`src/rtl/sort_pkg.sv`:
```
// Shared definitions for the bubble-sort datapath slice.
//   DEF_N / DEF_W : default array depth and word width
//   addr_width()  : index/address width for an N-word array (at least 1 bit)
//   addr_sel_e    : Csel encoding (which index drives the array address)
//   wsrc_sel_e    : Bout encoding (which operand register is written back)
package sort_pkg;

  localparam int unsigned DEF_N = 8;
  localparam int unsigned DEF_W = 8;

  function automatic int unsigned addr_width(input int unsigned n);
    return (n <= 2) ? 1 : $clog2(n);
  endfunction

  typedef enum logic {
    SEL_I = 1'b0,
    SEL_J = 1'b1
  } addr_sel_e;

  typedef enum logic {
    SRC_A = 1'b0,
    SRC_B = 1'b1
  } wsrc_sel_e;

endpackage

```
`src/rtl/sort_datapath_if.sv`:
```
// Controller/host bus of the sort datapath.
//   master : sort controller + host (drives strobes and host port, sees flags)
//   slave  : sort_datapath (sees strobes and host port, drives flags and ext_dout)
// Strobes : Li Ei Lj Ej EA EB WR Csel Bout
// Flags   : zi zj AgtB
// Host    : ext_we ext_addr ext_din ext_dout
interface sort_datapath_if #(
  parameter int unsigned N = sort_pkg::DEF_N,
  parameter int unsigned W = sort_pkg::DEF_W
);
  localparam int unsigned AW = sort_pkg::addr_width(N);

  logic          Li;
  logic          Ei;
  logic          Lj;
  logic          Ej;
  logic          EA;
  logic          EB;
  logic          WR;
  logic          Csel;
  logic          Bout;
  logic          zi;
  logic          zj;
  logic          AgtB;
  logic          ext_we;
  logic [AW-1:0] ext_addr;
  logic [W-1:0]  ext_din;
  logic [W-1:0]  ext_dout;

  modport master (
    output Li, Ei, Lj, Ej, EA, EB, WR, Csel, Bout,
    output ext_we, ext_addr, ext_din,
    input  zi, zj, AgtB, ext_dout
  );

  modport slave (
    input  Li, Ei, Lj, Ej, EA, EB, WR, Csel, Bout,
    input  ext_we, ext_addr, ext_din,
    output zi, zj, AgtB, ext_dout
  );

endinterface

```
`src/rtl/sort_mem.sv`:
```
// N x W register array for the sort datapath.
//   clk, rst                : clock, synchronous active-low reset (gates writes only)
//   dp_addr / dp_rdata      : datapath async read port
//   dp_we / dp_wdata        : datapath write (priority over host)
//   host_addr / host_rdata  : host async read port (0 for out-of-range address)
//   host_we / host_wdata    : host write (dropped when dp_we is high)
// Contents are never cleared by reset.
module sort_mem
  import sort_pkg::*;
#(
  parameter int unsigned N  = DEF_N,
  parameter int unsigned W  = DEF_W,
  parameter int unsigned AW = addr_width(N)
) (
  input  logic          clk,
  input  logic          rst,
  input  logic [AW-1:0] dp_addr,
  output logic [W-1:0]  dp_rdata,
  input  logic          dp_we,
  input  logic [W-1:0]  dp_wdata,
  input  logic [AW-1:0] host_addr,
  output logic [W-1:0]  host_rdata,
  input  logic          host_we,
  input  logic [W-1:0]  host_wdata
);

  logic [W-1:0] mem_q [N];
  logic [W-1:0] mem_d [N];
  logic         dp_ok;
  logic         host_ok;

  // Range guards only exist when N does not fill the address space.
  if (N == (32'd1 << AW)) begin : g_full
    assign dp_ok   = 1'b1;
    assign host_ok = 1'b1;
  end else begin : g_partial
    assign dp_ok   = (32'(dp_addr) < N);
    assign host_ok = (32'(host_addr) < N);
  end

  assign dp_rdata   = dp_ok   ? mem_q[dp_addr]   : '0;
  assign host_rdata = host_ok ? mem_q[host_addr] : '0;

  always_comb begin
    mem_d = mem_q;
    if (rst) begin
      if (dp_we) begin
        if (dp_ok) mem_d[dp_addr] = dp_wdata;
      end else if (host_we && host_ok) begin
        mem_d[host_addr] = host_wdata;
      end
    end
  end

  always_ff @(posedge clk) begin
    mem_q <= mem_d;
  end

endmodule

```
`src/rtl/sort_datapath.sv`:
```
// Datapath of the in-place bubble-sort engine.
//   clk  : clock, all state on rising edge
//   rst  : synchronous active-low reset (clears i, j, A, B; array kept)
//   bus  : sort_datapath_if.slave -- controller strobes, status flags
//          (zi = i==N-2, zj = j==N-1, AgtB = A>B unsigned) and host port
// Holds indices i/j, operand registers A/B and the array (sort_mem).
module sort_datapath
  import sort_pkg::*;
#(
  parameter int unsigned N = DEF_N,
  parameter int unsigned W = DEF_W
) (
  input  logic clk,
  input  logic rst,
  sort_datapath_if.slave bus
);

  localparam int unsigned   AW     = addr_width(N);
  localparam logic [AW-1:0] I_LAST = AW'(N - 2);
  localparam logic [AW-1:0] J_LAST = AW'(N - 1);

  logic [AW-1:0] i_q, i_d;
  logic [AW-1:0] j_q, j_d;
  logic [W-1:0]  a_q, a_d;
  logic [W-1:0]  b_q, b_d;
  logic [AW-1:0] addr;
  logic [W-1:0]  rdata;
  logic [W-1:0]  wdata;

  assign addr  = (bus.Csel == SEL_J) ? j_q : i_q;
  assign wdata = (bus.Bout == SRC_B) ? b_q : a_q;

  always_comb begin
    i_d = i_q;
    j_d = j_q;
    a_d = a_q;
    b_d = b_q;
    if (bus.Ei) i_d = bus.Li ? '0 : i_q + AW'(1);
    // j's load deliberately uses the pre-edge i.
    if (bus.Ej) j_d = bus.Lj ? i_q + AW'(1) : j_q + AW'(1);
    if (bus.EA) a_d = rdata;
    if (bus.EB) b_d = rdata;
  end

  always_ff @(posedge clk) begin
    if (!rst) begin
      i_q <= '0;
      j_q <= '0;
      a_q <= '0;
      b_q <= '0;
    end else begin
      i_q <= i_d;
      j_q <= j_d;
      a_q <= a_d;
      b_q <= b_d;
    end
  end

  assign bus.zi   = (i_q == I_LAST);
  assign bus.zj   = (j_q == J_LAST);
  assign bus.AgtB = (a_q > b_q);

  sort_mem #(
    .N  (N),
    .W  (W),
    .AW (AW)
  ) u_mem (
    .clk        (clk),
    .rst        (rst),
    .dp_addr    (addr),
    .dp_rdata   (rdata),
    .dp_we      (bus.WR),
    .dp_wdata   (wdata),
    .host_addr  (bus.ext_addr),
    .host_rdata (bus.ext_dout),
    .host_we    (bus.ext_we),
    .host_wdata (bus.ext_din)
  );

endmodule

```
`src/flat_wrapper.sv`:
```
// flat-port wrapper written by rule: the top's interface ports become plain ports
module sort_datapath_flat import sort_pkg::*;
#(
  parameter int unsigned N = DEF_N,
  parameter int unsigned W = DEF_W
)
  (clk, rst, bus_Li, bus_Ei, bus_Lj, bus_Ej, bus_EA, bus_EB, bus_WR, bus_Csel, bus_Bout, bus_ext_we, bus_ext_addr, bus_ext_din, bus_zi, bus_zj, bus_AgtB, bus_ext_dout);
  sort_datapath_if #(.N(N), .W(W)) bus_i ();
  input  logic clk;
  input  logic rst;
  input wire logic [$bits(bus_i.Li)-1:0] bus_Li;
  input wire logic [$bits(bus_i.Ei)-1:0] bus_Ei;
  input wire logic [$bits(bus_i.Lj)-1:0] bus_Lj;
  input wire logic [$bits(bus_i.Ej)-1:0] bus_Ej;
  input wire logic [$bits(bus_i.EA)-1:0] bus_EA;
  input wire logic [$bits(bus_i.EB)-1:0] bus_EB;
  input wire logic [$bits(bus_i.WR)-1:0] bus_WR;
  input wire logic [$bits(bus_i.Csel)-1:0] bus_Csel;
  input wire logic [$bits(bus_i.Bout)-1:0] bus_Bout;
  input wire logic [$bits(bus_i.ext_we)-1:0] bus_ext_we;
  input wire logic [$bits(bus_i.ext_addr)-1:0] bus_ext_addr;
  input wire logic [$bits(bus_i.ext_din)-1:0] bus_ext_din;
  output wire logic [$bits(bus_i.zi)-1:0] bus_zi;
  output wire logic [$bits(bus_i.zj)-1:0] bus_zj;
  output wire logic [$bits(bus_i.AgtB)-1:0] bus_AgtB;
  output wire logic [$bits(bus_i.ext_dout)-1:0] bus_ext_dout;
  assign bus_i.Li = bus_Li;
  assign bus_i.Ei = bus_Ei;
  assign bus_i.Lj = bus_Lj;
  assign bus_i.Ej = bus_Ej;
  assign bus_i.EA = bus_EA;
  assign bus_i.EB = bus_EB;
  assign bus_i.WR = bus_WR;
  assign bus_i.Csel = bus_Csel;
  assign bus_i.Bout = bus_Bout;
  assign bus_i.ext_we = bus_ext_we;
  assign bus_i.ext_addr = bus_ext_addr;
  assign bus_i.ext_din = bus_ext_din;
  assign bus_zi = bus_i.zi;
  assign bus_zj = bus_i.zj;
  assign bus_AgtB = bus_i.AgtB;
  assign bus_ext_dout = bus_i.ext_dout;
  sort_datapath #(.N(N), .W(W)) u_core (.clk(clk), .rst(rst), .bus(bus_i));
endmodule
```
`config.mk`:
```
export PLATFORM = sky130hd
export DESIGN_NAME = sort_datapath_flat
export DESIGN_NICKNAME = d
export VERILOG_FILES = /design/src/rtl/sort_pkg.sv /design/src/rtl/sort_datapath_if.sv /design/src/rtl/sort_mem.sv /design/src/rtl/sort_datapath.sv /design/src/flat_wrapper.sv
export SDC_FILE = /design/constraint.sdc
export NUM_CORES = 1
export LEC_CHECK = 0
export BUFFER_PORTS_ARGS = -buffer_cell sky130_fd_sc_hd__buf_2
export CORE_MARGIN = 2
export CORE_UTILIZATION = 60
export CTS_CLUSTER_DIAMETER = 200
export CTS_CLUSTER_SIZE = 8
export DETAILED_ROUTE_END_ITERATION = 16
export GPL_ROUTABILITY_DRIVEN = 0
export PLACE_DENSITY = 0.9
export REMOVE_ABC_BUFFERS = 1
export SYNTH_ARGS = -nofsm -noshare
export SYNTH_HDL_FRONTEND = slang
export SYNTH_SLANG_ARGS = --single-unit
```
`constraint.sdc`:
```
create_clock -name clk -period 2.9 [get_ports clk]
set_input_delay 0.58 -clock clk [delete_from_list [all_inputs] [get_ports clk]]
set_output_delay 0.58 -clock clk [all_outputs]
set_load 0.01 [all_outputs]
```
==> flow_summary_export.csv <==
group,metric,value,unit
sta,timing.final.crit_share,92.21,%
worst_setup_path,critPathCaptureType,"output pin",
sta,finalSetupViolations,0,
worst_setup_path,critical_path.reg2reg.endpoint,"u_core.u_mem.mem_q[20]",
layout,core_utilization_of_the_finished_layout,68.30,%
worst_setup_path,setup_slack_on_the_worst_flop_to_flop_path,0.88,ns
die,placeableCoreArea,8217,µm²
clocking,clkSlewWorstSetupHoldPaths,0.09,ns
worst_setup_path,critical_path_start_end_classification,"in2out",
outcome,status,"finished clean",
worst_setup_path,worst_r2r_startpoint,"u_core.i_q[2]",
clocking,worstSkewPairLatency,0.37,ns
grt,grt_remaining_overflow,0,
flow_run,max_cap_violations,0,
clocking,cts_sinks,86,
power,power.leakage,0.002193,µW
grt,pin_count_of_the_biggest_net_entering_global_routing,25,
yosys,syn-cell-area,5091,µm²
worst_setup_path,cp_max_fanout,21,
sta,tns,0,ns
clocking,tritoncts_clock_tree,"done",
clocking,cts_max_path_buffers,2,
worst_hold_path,hold_path_class,"in2reg",
worst_setup_path,timing.critical_path.slowest_cell_delay,0.52,ns
grt,globalRouteTotalUtil,29.20,%
sta,min_period,2.674,ns
sta,worst_hold_slack,0.5251,ns
drt,vias_per_cell,6.509,
sta,hold_viol,0,
power,finalPower,2680,µW
drt,num_vias,4374,
drt,drcViolationCount,0,
worst_setup_path,worst-r2r-cell-count,7,
yosys,synth_warnings,0,
worst_setup_path,count_of_buffering_cells_on_the_critical_path_with_inverters_included,3,
drt,totalWireLength,12910,µm
yosys,yosys.cell_types.count,45,
worst_setup_path,crit_path_end,"bus_ext_dout[5]",
clocking,cts_buffers,9,
place,buffers_added_on_ports,33,
worst_setup_path,worstSetupStartpointType,"input pin",
worst_setup_path,critical_path_depth,6,
yosys,synth_area_per_inst,9.624,µm²
yosys,post_synthesis_sequential_area_ratio,46.40,%
die,chipWidth,96.12,µm
power,power.ir.vdd_worst,0.3371,mV
layout,drive_gt1_share,17.11,%
worst_setup_path,cp-startpoint,"bus_ext_addr[0]",
worst_setup_path,crit_path_cell_trace,"buf_2, buf_4, mux4_2, nand2_1, nand2_1, buf_2",
grt,first_pass_grt_wire_length,20080,µm
layout,design.final.nets,597,
grt,grt_antenna_before_repair,0,
die,die_area,9238,µm²
yosys,synthCells,529,
die,start_util,61.96,%
sta,tightestPinTransition,0.6209,ns
die,fp-row-count,33,
worst_setup_path,timing.critical_path.slowest_stage_cell,"sky130_fd_sc_hd__mux4_2",
drt,final_antenna_net_count,0,
yosys,synth-edff-count,64,
yosys,yosys_most_used_dff,"sky130_fd_sc_hd__edfxtp_1",
yosys,ys_async_sr_fraction,0,%
clocking,post_cts_resized,0,
clocking,clock_tree_root_driver_cell,"sky130_fd_sc_hd__clkbuf_8",
worst_setup_path,worst-endpoint-arrival,2.09,ns
sta,maxSlewHeadroom,58.33,%
sta,rsz0062_at_grt,"false",
sta,clock-skew-final,0.008718,ns
drt,detail_route.iter0.violations,467,
layout,area_growth_syn_to_layout,10.22,%
yosys,synth_seq_cells,86,
power,cell_pwr_density,477.6,nW/µm²
worst_setup_path,cp_top_family,"buffers and inverters",
drt,route.detailed.wl_per_inst,19.20,µm
clocking,hold_fix_buffers_cts,0,
worst_setup_path,cp.required,2.32,ns
place,dp_hpwl,9584,µm
sta,max_freq,373.9,MHz
drt,dr_pass1_iterations,5,
clocking,cts_max_level,3,
sta,final_slew_violations,0,
die,die_height,96.12,µm
die,top_level_ports,34,
layout,antennaDiodeCount,0,
clocking,postCtsSetupRepairBufs,0,
grt,first_global_vias,4164,
[final cells by class]
type | instances | area, µm²
Timing Repair Buffer | 61 | 375.4
Inverter | 14 | 52.55
Clock buffer | 10 | 148.9
Clock inverter | 6 | 48.80
Fill cell | 600 | 2605
Sequential cell | 86 | 2362
Multi-Input combinational cell | 390 | 2492
Tap cell | 105 | 131.4
[Yosys cell counts, types with 2 or more instances]
master | instances | area [µm²]
sky130_fd_sc_hd__o21ai_0 | 85 | 425.4
sky130_fd_sc_hd__nand2_1 | 78 | 292.8
sky130_fd_sc_hd__edfxtp_1 | 64 | 1922
sky130_fd_sc_hd__mux2i_1 | 49 | 490.5
sky130_fd_sc_hd__nor2_1 | 31 | 116.4
sky130_fd_sc_hd__a21oi_1 | 29 | 145.1
sky130_fd_sc_hd__dfxtp_1 | 22 | 440.4
sky130_fd_sc_hd__o22ai_1 | 17 | 106.4
sky130_fd_sc_hd__clkbuf_1 | 14 | 52.55
sky130_fd_sc_hd__inv_1 | 14 | 52.55
sky130_fd_sc_hd__nand2b_1 | 14 | 87.58
sky130_fd_sc_hd__ha_1 | 12 | 150.1
sky130_fd_sc_hd__nor2b_1 | 11 | 68.82
sky130_fd_sc_hd__buf_1 | 10 | 37.54
sky130_fd_sc_hd__buf_2 | 9 | 45.04
sky130_fd_sc_hd__mux2_2 | 6 | 67.56
sky130_fd_sc_hd__mux4_2 | 6 | 135.1
sky130_fd_sc_hd__a31oi_1 | 5 | 31.28
sky130_fd_sc_hd__a22oi_1 | 4 | 30.03
sky130_fd_sc_hd__buf_6 | 4 | 45.04
sky130_fd_sc_hd__or2_2 | 4 | 25.02
sky130_fd_sc_hd__a21o_1 | 3 | 22.52
sky130_fd_sc_hd__a221o_1 | 3 | 30.03
sky130_fd_sc_hd__a221oi_1 | 3 | 26.28
sky130_fd_sc_hd__and2_1 | 3 | 18.77
sky130_fd_sc_hd__and3_1 | 3 | 18.77
sky130_fd_sc_hd__nor3_1 | 3 | 15.01
sky130_fd_sc_hd__a22o_1 | 2 | 17.52
sky130_fd_sc_hd__nand3b_1 | 2 | 15.01
sky130_fd_sc_hd__nor3_2 | 2 | 20.02
sky130_fd_sc_hd__nor3b_1 | 2 | 15.01
sky130_fd_sc_hd__o21a_1 | 2 | 15.01
[metrics by stage]
step	area, µm²	setup slack [ns]	cells
after CTS	5612	0.2545	672
after global routing	5612	0.1520	672
after detailed placement	5414	0.2635	656
after global placement	5414	0.3210	656
after floorplan	4898	-1.015	490
final	5612	0.2258	672
[state kept, by name, indices dropped and copies added (netlist names)]
register            flops
u_core.u_mem.mem_q     64
u_core.b_q              8
u_core.j_q              3
u_core.i_q              3
u_core.a_q              8
[logic make-up (layout without fill, tap and decap cells)]
kind of cell | after synthesis | in the layout | share of synthesized area (%)
AO/OA/AOI/OAI | 157 | 157 | 17.33
multiplexers | 62 | 62 | 13.89
buffers and inverters | 53 | 91 | 4.817
adder cells (fa/ha/maj) | 12 | 12 | 2.949
flip-flops | 86 | 86 | 46.40
XOR/XNOR | 1 | 1 | 0.1721
AND/OR/NAND/NOR | 158 | 158 | 14.45
[per-layer routing]
layer | global-route usage [%] | part of all wire [%] | routed length (µm)
met1 | 37.01 | 37 | 4835
met2 | 49.48 | 50 | 6397
met3 | 5.403 | 9.8 | 1265
met4 | 11.55 | 3.2 | 407
met5 | 0 | 0 | 0
[worst min path at each step]
stage                   from       endpoint  cells past startpoint
6_report              bus_Ej  u_core.j_q[1]                      2
5_1_grt               bus_Ej  u_core.j_q[1]                      2
4_1_cts               bus_Ej  u_core.j_q[1]                      2
3_5_place_dp   u_core.b_q[2]  u_core.b_q[2]                      2
3_3_place_gp   u_core.b_q[6]  u_core.b_q[6]                      2
2_1_floorplan  u_core.a_q[0]  u_core.a_q[0]                      2
[report_power, final]
part	internal [µW]	total (µW)	switching [µW]
clock network	376	851	476
logic	179	445	266
registers	1350	1380	30.6
[worst reg2reg max path, cell delays in order (launching register included)]
cell and delay (ns):
sky130_fd_sc_hd__dfxtp_1 0.47, sky130_fd_sc_hd__nor3b_1 0.24, sky130_fd_sc_hd__a31oi_1 0.07, sky130_fd_sc_hd__buf_4 0.20
sky130_fd_sc_hd__nor2_1 0.11, sky130_fd_sc_hd__a21oi_1 0.07, sky130_fd_sc_hd__nor2_1 0.35, sky130_fd_sc_hd__buf_4 0.23
[placed cells by master (no fill, tap or decap), drive strengths merged, types with 4 or more instances in the layout]
cell type  instances
dfxtp             22
edfxtp            64
mux2               6
inv               18
a31oi              5
mux2i             50
mux4               6
o22ai             17
nand2b            14
buf               61
a21oi             29
ha                12
o21ai             86
nor2b             11
nand2             78
a22oi              4
nor3               5
nor2              31
or2                4
clkbuf            10
No activity file was read; power rests on OpenSTA's default activity.
